### src/rtl/multi_port_regfile.sv
// multi_port_regfile: one synchronous write port, NUM_RD synchronous read ports,
// a hardware clear sweep that zeroes the array after reset or on clr_req,
// per-port read-valid flags and an optional hardwired zero register.
// Optional feature macro: REGFILE_BYPASS_EN (write-first forwarding on
// same-address read-during-write; read-first when undefined).
//
// state    | meaning
// ---------+--------------------------------------------------------------
// S_CLEAR  | sweep writes 0 to entry clr_cnt each cycle, busy=1, I/O ignored
// S_READY  | normal operation, busy=0, reads and writes accepted
module multi_port_regfile #(
    parameter int BUS_WIDTH  = 8,
    parameter int ADDR_WIDTH = 3,
    parameter int NUM_RD     = 2,
    parameter int ZERO_REG   = 1
) (
    input  logic                           clk,
    input  logic                           rst_n,
    input  logic                           clr_req,
    input  logic                           we,
    input  logic [ADDR_WIDTH-1:0]          wr_addr,
    input  logic [BUS_WIDTH-1:0]           wr_data,
    input  logic [NUM_RD-1:0]              rd_en,
    input  logic [NUM_RD*ADDR_WIDTH-1:0]   rd_addr,
    output logic [NUM_RD*BUS_WIDTH-1:0]    rd_data,
    output logic [NUM_RD-1:0]              rd_valid,
    output logic                           busy
);

    localparam int DEPTH = 1 << ADDR_WIDTH;
    localparam logic [ADDR_WIDTH-1:0] LAST_ADDR = '1;

    typedef enum logic {
        S_CLEAR = 1'b0,
        S_READY = 1'b1
    } state_t;

    state_t                  state, state_nxt;
    logic [ADDR_WIDTH-1:0]   clr_cnt, clr_cnt_nxt;

    logic [BUS_WIDTH-1:0]    mem [DEPTH];

    logic                    wr_commit;
    logic                    mem_wen;
    logic [ADDR_WIDTH-1:0]   mem_waddr;
    logic [BUS_WIDTH-1:0]    mem_wdata;
    logic [BUS_WIDTH-1:0]    rd_word [NUM_RD];

    // A write only lands when READY, not pre-empted by clr_req, and not aimed at the zero register
    assign wr_commit = (state == S_READY) && we && !clr_req &&
                       !((ZERO_REG != 0) && (wr_addr == '0));

    assign busy = (state == S_CLEAR);

    // State and sweep-pointer register; reset always starts a fresh sweep at entry 0
    always_ff @(posedge clk or negedge rst_n) begin
        if (!rst_n) begin
            state   <= S_CLEAR;
            clr_cnt <= '0;
        end else begin
            state   <= state_nxt;
            clr_cnt <= clr_cnt_nxt;
        end
    end

    // Next-state logic: sweep N entries then go READY; clr_req (re)starts the sweep
    always_comb begin
        state_nxt   = state;
        clr_cnt_nxt = clr_cnt;
        case (state)
            S_CLEAR: begin
                if (clr_req) begin
                    clr_cnt_nxt = '0;
                end else begin
                    clr_cnt_nxt = clr_cnt + 1'b1;
                    if (clr_cnt == LAST_ADDR) begin
                        state_nxt = S_READY;
                    end
                end
            end
            S_READY: begin
                if (clr_req) begin
                    clr_cnt_nxt = '0;
                    state_nxt   = S_CLEAR;
                end
            end
            default: begin
                state_nxt   = S_CLEAR;
                clr_cnt_nxt = '0;
            end
        endcase
    end

    // Array write-port mux: the sweep owns the port while clearing
    always_comb begin
        mem_wen   = 1'b0;
        mem_waddr = wr_addr;
        mem_wdata = wr_data;
        if (state == S_CLEAR) begin
            mem_wen   = 1'b1;
            mem_waddr = clr_cnt;
            mem_wdata = '0;
        end else if (wr_commit) begin
            mem_wen = 1'b1;
        end
    end

    // Storage has no reset so it can map onto RAM; the sweep provides the zeroing
    always_ff @(posedge clk) begin
        if (mem_wen) begin
            mem[mem_waddr] <= mem_wdata;
        end
    end

    // Per-port read word: array contents, optional forwarding, zero-register override last
    always_comb begin
        for (int k = 0; k < NUM_RD; k++) begin
            rd_word[k] = mem[rd_addr[k*ADDR_WIDTH +: ADDR_WIDTH]];
`ifdef REGFILE_BYPASS_EN
            if (wr_commit && (rd_addr[k*ADDR_WIDTH +: ADDR_WIDTH] == wr_addr)) begin
                rd_word[k] = wr_data;
            end
`endif
            if ((ZERO_REG != 0) && (rd_addr[k*ADDR_WIDTH +: ADDR_WIDTH] == '0)) begin
                rd_word[k] = '0;
            end
        end
    end

    // Read registers: one-cycle latency, rd_valid pulses once per accepted request
    always_ff @(posedge clk or negedge rst_n) begin
        if (!rst_n) begin
            rd_data  <= '0;
            rd_valid <= '0;
        end else begin
            for (int k = 0; k < NUM_RD; k++) begin
                if ((state == S_READY) && rd_en[k]) begin
                    rd_data[k*BUS_WIDTH +: BUS_WIDTH] <= rd_word[k];
                    rd_valid[k]                       <= 1'b1;
                end else begin
                    rd_valid[k] <= 1'b0;
                end
            end
        end
    end

endmodule

### config.mk
export PLATFORM = sky130hd
export DESIGN_NAME = multi_port_regfile
export DESIGN_NICKNAME = d
export VERILOG_FILES = /design/src/rtl/multi_port_regfile.sv
export SDC_FILE = /design/constraint.sdc
export NUM_CORES = 1
export LEC_CHECK = 0
export BUFFER_PORTS_ARGS = -buffer_cell sky130_fd_sc_hd__clkbuf_2
export CAP_MARGIN = 20
export CORE_ASPECT_RATIO = 1.1
export CORE_MARGIN = 1.5
export CORE_UTILIZATION = 55
export DETAILED_ROUTE_END_ITERATION = 6
export PLACE_DENSITY = 0.83
export SLEW_MARGIN = 20
export SYNTH_ARGS = -nofsm -noshare
export SYNTH_HDL_FRONTEND = slang
export SYNTH_SLANG_ARGS = --single-unit
### constraint.sdc
create_clock -name clk -period 2.6 [get_ports clk]
set_input_delay 0.78 -clock clk [delete_from_list [all_inputs] [get_ports clk]]
set_output_delay 0.78 -clock clk [all_outputs]
set_load 0.005 [all_outputs]
==> flow_summary.ini, run 1 <==
[outcome]
status = finished, final reports clean

[yosys]
ys.flop_type = edfxtp_1
synth_cell_types = 44
synthCells = 268
ys_seq_elements = 78
async_flop_share = 0.2821
netlist_area_um2 = 3627
syn-num-nets = 293
synth_edf_count = 56
seq_area_frac_synth = 0.6154
avgSynthCellArea_um2 = 13.53
synth_area_leader_cell = edfxtp_1
synth_area_leaders = edfxtp_1 (46%), dfrtp_1 (15%), mux2_2 (7.5%)
synth_warnings = 0
synth.top_cell.area_share = 0.4636

[sta]
final.period_utilization = 0.7906
tightest_slew_ns = 0.6248
clock_skew_ns = 0.004593
whs_ns = 0.4399
setup_tns_ns = 0
timing.fmax_mhz = 486.5
hold_viol = 0
setup_viol = 0
finalCriticalPeriod_ns = 2.055
final_max_slew_viol_count = 0
slew_headroom = 0.5835
rsz0062_at_grt = false

[setup_path]
critPathTopFamily = flip-flops
crit_chain = inv_1, clkbuf_2
crit_path_start_kind = flop
critical_path_required_ns = 1.82
arrival_ns = 1.28
cp-end-kind = output pin
cp_max_fo = 16
worst-path-buf-inv = 2
worstSetupPathType = flop to output pin
cpMaxStageDelayCell = dfrtp_1
cpPeakStageDelay_ns = 0.63

[place]
io_buffers = 41
dp_hpwl_mm = 5.446
gp_congestion = 0.8926

[floorplan]
io_pins = 42
placementRows = 30
die_x_um = 80.43
coreArea_um2 = 6269
die_y_um = 88.18
start_util = 0.5786
die_area_um2 = 7092

[clock_network]
root_buffer = clkbuf_8
cts_buffer_depth = 2
cts_setup_buffers = 0
cts_buffers = 9
clk_pin_slew_worst_paths_ns = 0.07
cts_resized = 0
tritoncts = built
cts_hold_buf = 0
h-tree-depth = 3
cts_num_sinks = 78
clock_latency_ns = 0.34

[cells_and_area]
filler_cell_count = 458
regArea_um2 = 2232
multi_input_area_um2 = 1270
layout.nets = 342
diodes = 0
drive_above_1_share = 0.2857
area_delta_synth_final_pct = 14.49
final_cell_mix = edfxtp_1 (56), clkbuf_2 (41), mux2i_1 (26), mux2_2 (24), dfrtp_1 (22)
layout_commonest_cell = edfxtp_1

[job]
cap_viol_max_count = 0

[global_routing]
track_usage = 0.2363
grt_pass1_vias = 2395
antenna_found_initial = 0
grt_max_degree = 23
grt_pass1_wl_mm = 12.10
overflow = 0

[drt]
drt_iter0_drc = 319
vias = 2422
wl_per_cell_um = 19.15
drt.antenna.violating_nets = 0
drc = 0
avgViaCountPerCell = 6.025
first_pass_iters = 5
routed_wl_mm = 7.698

[power_and_ir_drop]
powerDensity_nw_per_um2 = 685.5
p_leak_nw = 1.715
irDropWorstVdd_mv = 0.4365
fin_total_pwr_mw = 2.847

[hold_path]
hold_class = input port to asynchronous set/reset pin
cell usage after synthesis (2+ instances only):
cell type  instances
buf_4              3
a211oi_1           3
a221oi_1          11
buf_6              3
mux2_2            24
dfrtp_1           22
inv_1              7
o21ai_0            7
o22ai_1            9
a221o_1            4
nand2_1           21
a21oi_1            5
nor3_1             2
and2_1             9
nor2_1            16
and3_1             2
buf_2              3
edfxtp_1          56
mux2i_1           26
clkbuf_1           4
and2b_1            2
ha_1               2
o31ai_1            6
where the power goes:
part           switching (mW)  internal, mW
clock                   0.414         0.632
sequential             0.0523          1.42
combinational           0.174         0.154
total                   0.640          2.21
final timing paths:
| check | from | to | slack, ns | cells after the start |
|---|---|---|---|---|
| max in group asynchronous | rst_n | clr_cnt[1] | 1.75 | 1 |
| min reg2reg | rd_data[15] | rd_data[15] | 0.48 | 2 |
| min | rst_n | rd_data[1] | 0.44 | 1 |
| min in group clk | rd_data[15] | rd_data[15] | 0.48 | 2 |
| max | state | busy | 0.54 | 2 |
| max reg2reg | state | rd_data[7] | 0.95 | 4 |
sequential cells by signal (all words and copies together) (netlist names):
name and count:
rd_data 16, clr_cnt 3, state 1, mem 56, rd_valid 2
area by class of cell:
cell class	instances	area share
flip-flops and latches	78	0.5375
multi-input cells	168	0.3058
repair buffers	53	0.07111
clock buffers	11	0.03164
well taps	80	0.02410
clock inverters	5	0.02350
inverters	7	0.006327
cells by family after synthesis:
kind of cell,after synthesis,synth area share
buf+inv,22,0.03449
compound gates,58,0.1166
mux,51,0.1525
fa+ha+maj,2,0.006898
simple gates,57,0.07416
flops,78,0.6154
routing by layer:
| metal | part of all wire | vias to the layer above | wire (um) | track usage |
|---|---|---|---|---|
| met1 | 0.45 | 1156 | 3489 | 0.3184 |
| met2 | 0.47 | 113 | 3599 | 0.3713 |
| li1 | - | 1131 | - | - |
| met3 | 0.058 | 22 | 444 | 0.05313 |
| met4 | 0.021 | 0 | 164 | 0.1003 |
| met5 | 0 | - | 0 | 0 |
metrics by stage:
step,setup slack (ns),instance area (um^2),util,cells
3_5_place_dp,0.4055,3924,0.6259,386
6_report,0.5446,4153,0.6625,402
5_1_grt,0.4341,4153,0.6625,402
4_1_cts,0.5434,4153,0.6625,402
3_3_place_gp,0.4521,3924,0.6259,386
2_1_floorplan,0.3650,3627,-,268
Power figures use the tool's default switching activity.
==> run 2: changes to the inputs <==
Clock period 2.6 ns to 1.9 ns, I/O delays scaled along.
==> run 2 against run 1 <==
  * Combinational power is 45% higher
  * Design area is 1.4% higher
  * Non-clock buffer count is 14 higher
  * Via count is 6.5% higher
  * Final cell count is 3.5% higher
  * Die area stayed put
  * Largest cell class unchanged
==> flow_summary.ini, run 2 (synthesis gave the netlist of run 1 again) <==
[cells_and_area]
final_cell_mix = edfxtp_1 (56), clkbuf_2 (41), mux2i_1 (26), buf_4 (26), mux2_2 (24)
max_flop_register = mem
drive_above_1_share = 0.3155
diodes = 0
reg_top3 = mem: 56 flops, rd_data: 16 flops, clr_cnt: 3 flops
largest_reg_flops = 56
layout.nets = 356
area_delta_synth_final_pct = 16.07
layout_commonest_cell = edfxtp_1
filler_cell_count = 452

[drt]
vias = 2580
avgViaCountPerCell = 6.202
routed_wl_mm = 8.327
first_pass_iters = 6
wl_per_cell_um = 20.02
drc = 0
drt.antenna.violating_nets = 0
drt_iter0_drc = 311

[setup_path]
arrival_ns = 1.22
crit_path_start_kind = flop
worstSetupPathType = flop to output pin
cp_max_fo = 14
cp-end-kind = output pin
critical_path_required_ns = 1.33

[floorplan]
io_pins = 42
start_util = 0.5786
coreArea_um2 = 6269
die_area_um2 = 7092
placementRows = 30
die_y_um = 88.18
die_x_um = 80.43

[sta]
hold_viol = 0
clock_skew_ns = 0.006933
slew_headroom = 0.5960
setup_viol = 0
tightest_slew_ns = 0.6060
timing.fmax_mhz = 557.6
whs_ns = 0.2153
rsz0062_at_grt = false
final_max_slew_viol_count = 0
final.period_utilization = 0.9439
finalCriticalPeriod_ns = 1.793

[clock_network]
cts_num_sinks = 78
clock_latency_ns = 0.35
tritoncts = built
cts_buffers = 9
cts_buffer_depth = 2
cts_hold_buf = 0
cts_resized = 0
h-tree-depth = 3
cts_setup_buffers = 0
clk_pin_slew_worst_paths_ns = 0.07
root_buffer = clkbuf_8

[global_routing]
grt_max_degree = 23
grt_pass1_vias = 2585
grt_pass1_wl_mm = 13.29
track_usage = 0.2617
overflow = 0
antenna_found_initial = 0

[power_and_ir_drop]
powerDensity_nw_per_um2 = 867.9
p_leak_nw = 1.760
irDropWorstVdd_mv = 0.5175
fin_total_pwr_mw = 3.654

[place]
io_buffers = 41
gp_congestion = 0.9338
dp_hpwl_mm = 6.015

[hold_path]
hold_class = input port to asynchronous set/reset pin

[job]
cap_viol_max_count = 0

[outcome]
status = finished, final reports clean
==> run 2: cell types whose count changed in the layout (fill, tap and decap cells not counted), sizes merged <==
cell and delta:
clkinv +1, bufinv -2, clkinvlp +1, buf +14
==> run 2: path summary, 6_finish.rpt <==
kind,startpoint,end,slack (ns),depth (start not counted)
worst max-delay path,state,busy,0.11,2
worst min-delay path,rst_n,rd_data[15],0.22,1
worst max register to register,state,mem[4][3],0.15,5
worst min register to register,rd_data[14],rd_data[14],0.48,2
max in group asynchronous,rst_n,state,1.29,1
min in group clk,rd_data[14],rd_data[14],0.48,2
==> run 2: power by group <==
part / internal (mW) / switching (mW) / total [mW] / leakage [nW]
registers: 1.94 / 0.0722 / 2.02 / 0.826
clock network: 0.597 / 0.568 / 1.16 / 0.0884
logic: 0.229 / 0.245 / 0.474 / 0.845
==> run 2: worst max-delay path, stage by stage, from the launching register on <==
cell	delay, ns
dfrtp_1	0.59
inv_1	0.14
clkbuf_2	0.14
==> run 2: layout make-up <==
class | count | area [um^2] | share of cell area
Multi-Input combinational cell | 168 | 1270 | 0.3016
Timing Repair Buffer | 67 | 400.4 | 0.09510
Tap cell | 80 | 100.1 | 0.02377
Inverter | 7 | 26.28 | 0.006241
Clock buffer | 11 | 131.4 | 0.03120
Clock inverter | 5 | 50.05 | 0.01189
Sequential cell | 78 | 2232 | 0.5302
==> run 2: routing by layer <==
layer / part of all wire / GRT usage / wire length, um
met3: 0.080 / 0.05104 / 669
met2: 0.48 / 0.4248 / 4034
met1: 0.41 / 0.3416 / 3405
met5: 0 / 0 / 0
met4: 0.026 / 0.1207 / 217
==> run 2: stage by stage <==
stage          TNS, ns  utilization  setup slack [ns]  std cells  cell area, um^2
2_1_floorplan        0            -           0.04717        268             3627
3_3_place_gp         0       0.6427           0.06100        400             4029
3_5_place_dp   -0.3339       0.6427          -0.02649        400             4029
4_1_cts              0       0.6717           0.09908        416             4210
5_1_grt              0       0.6717           0.01979        416             4210
6_report             0       0.6717            0.1067        416             4210
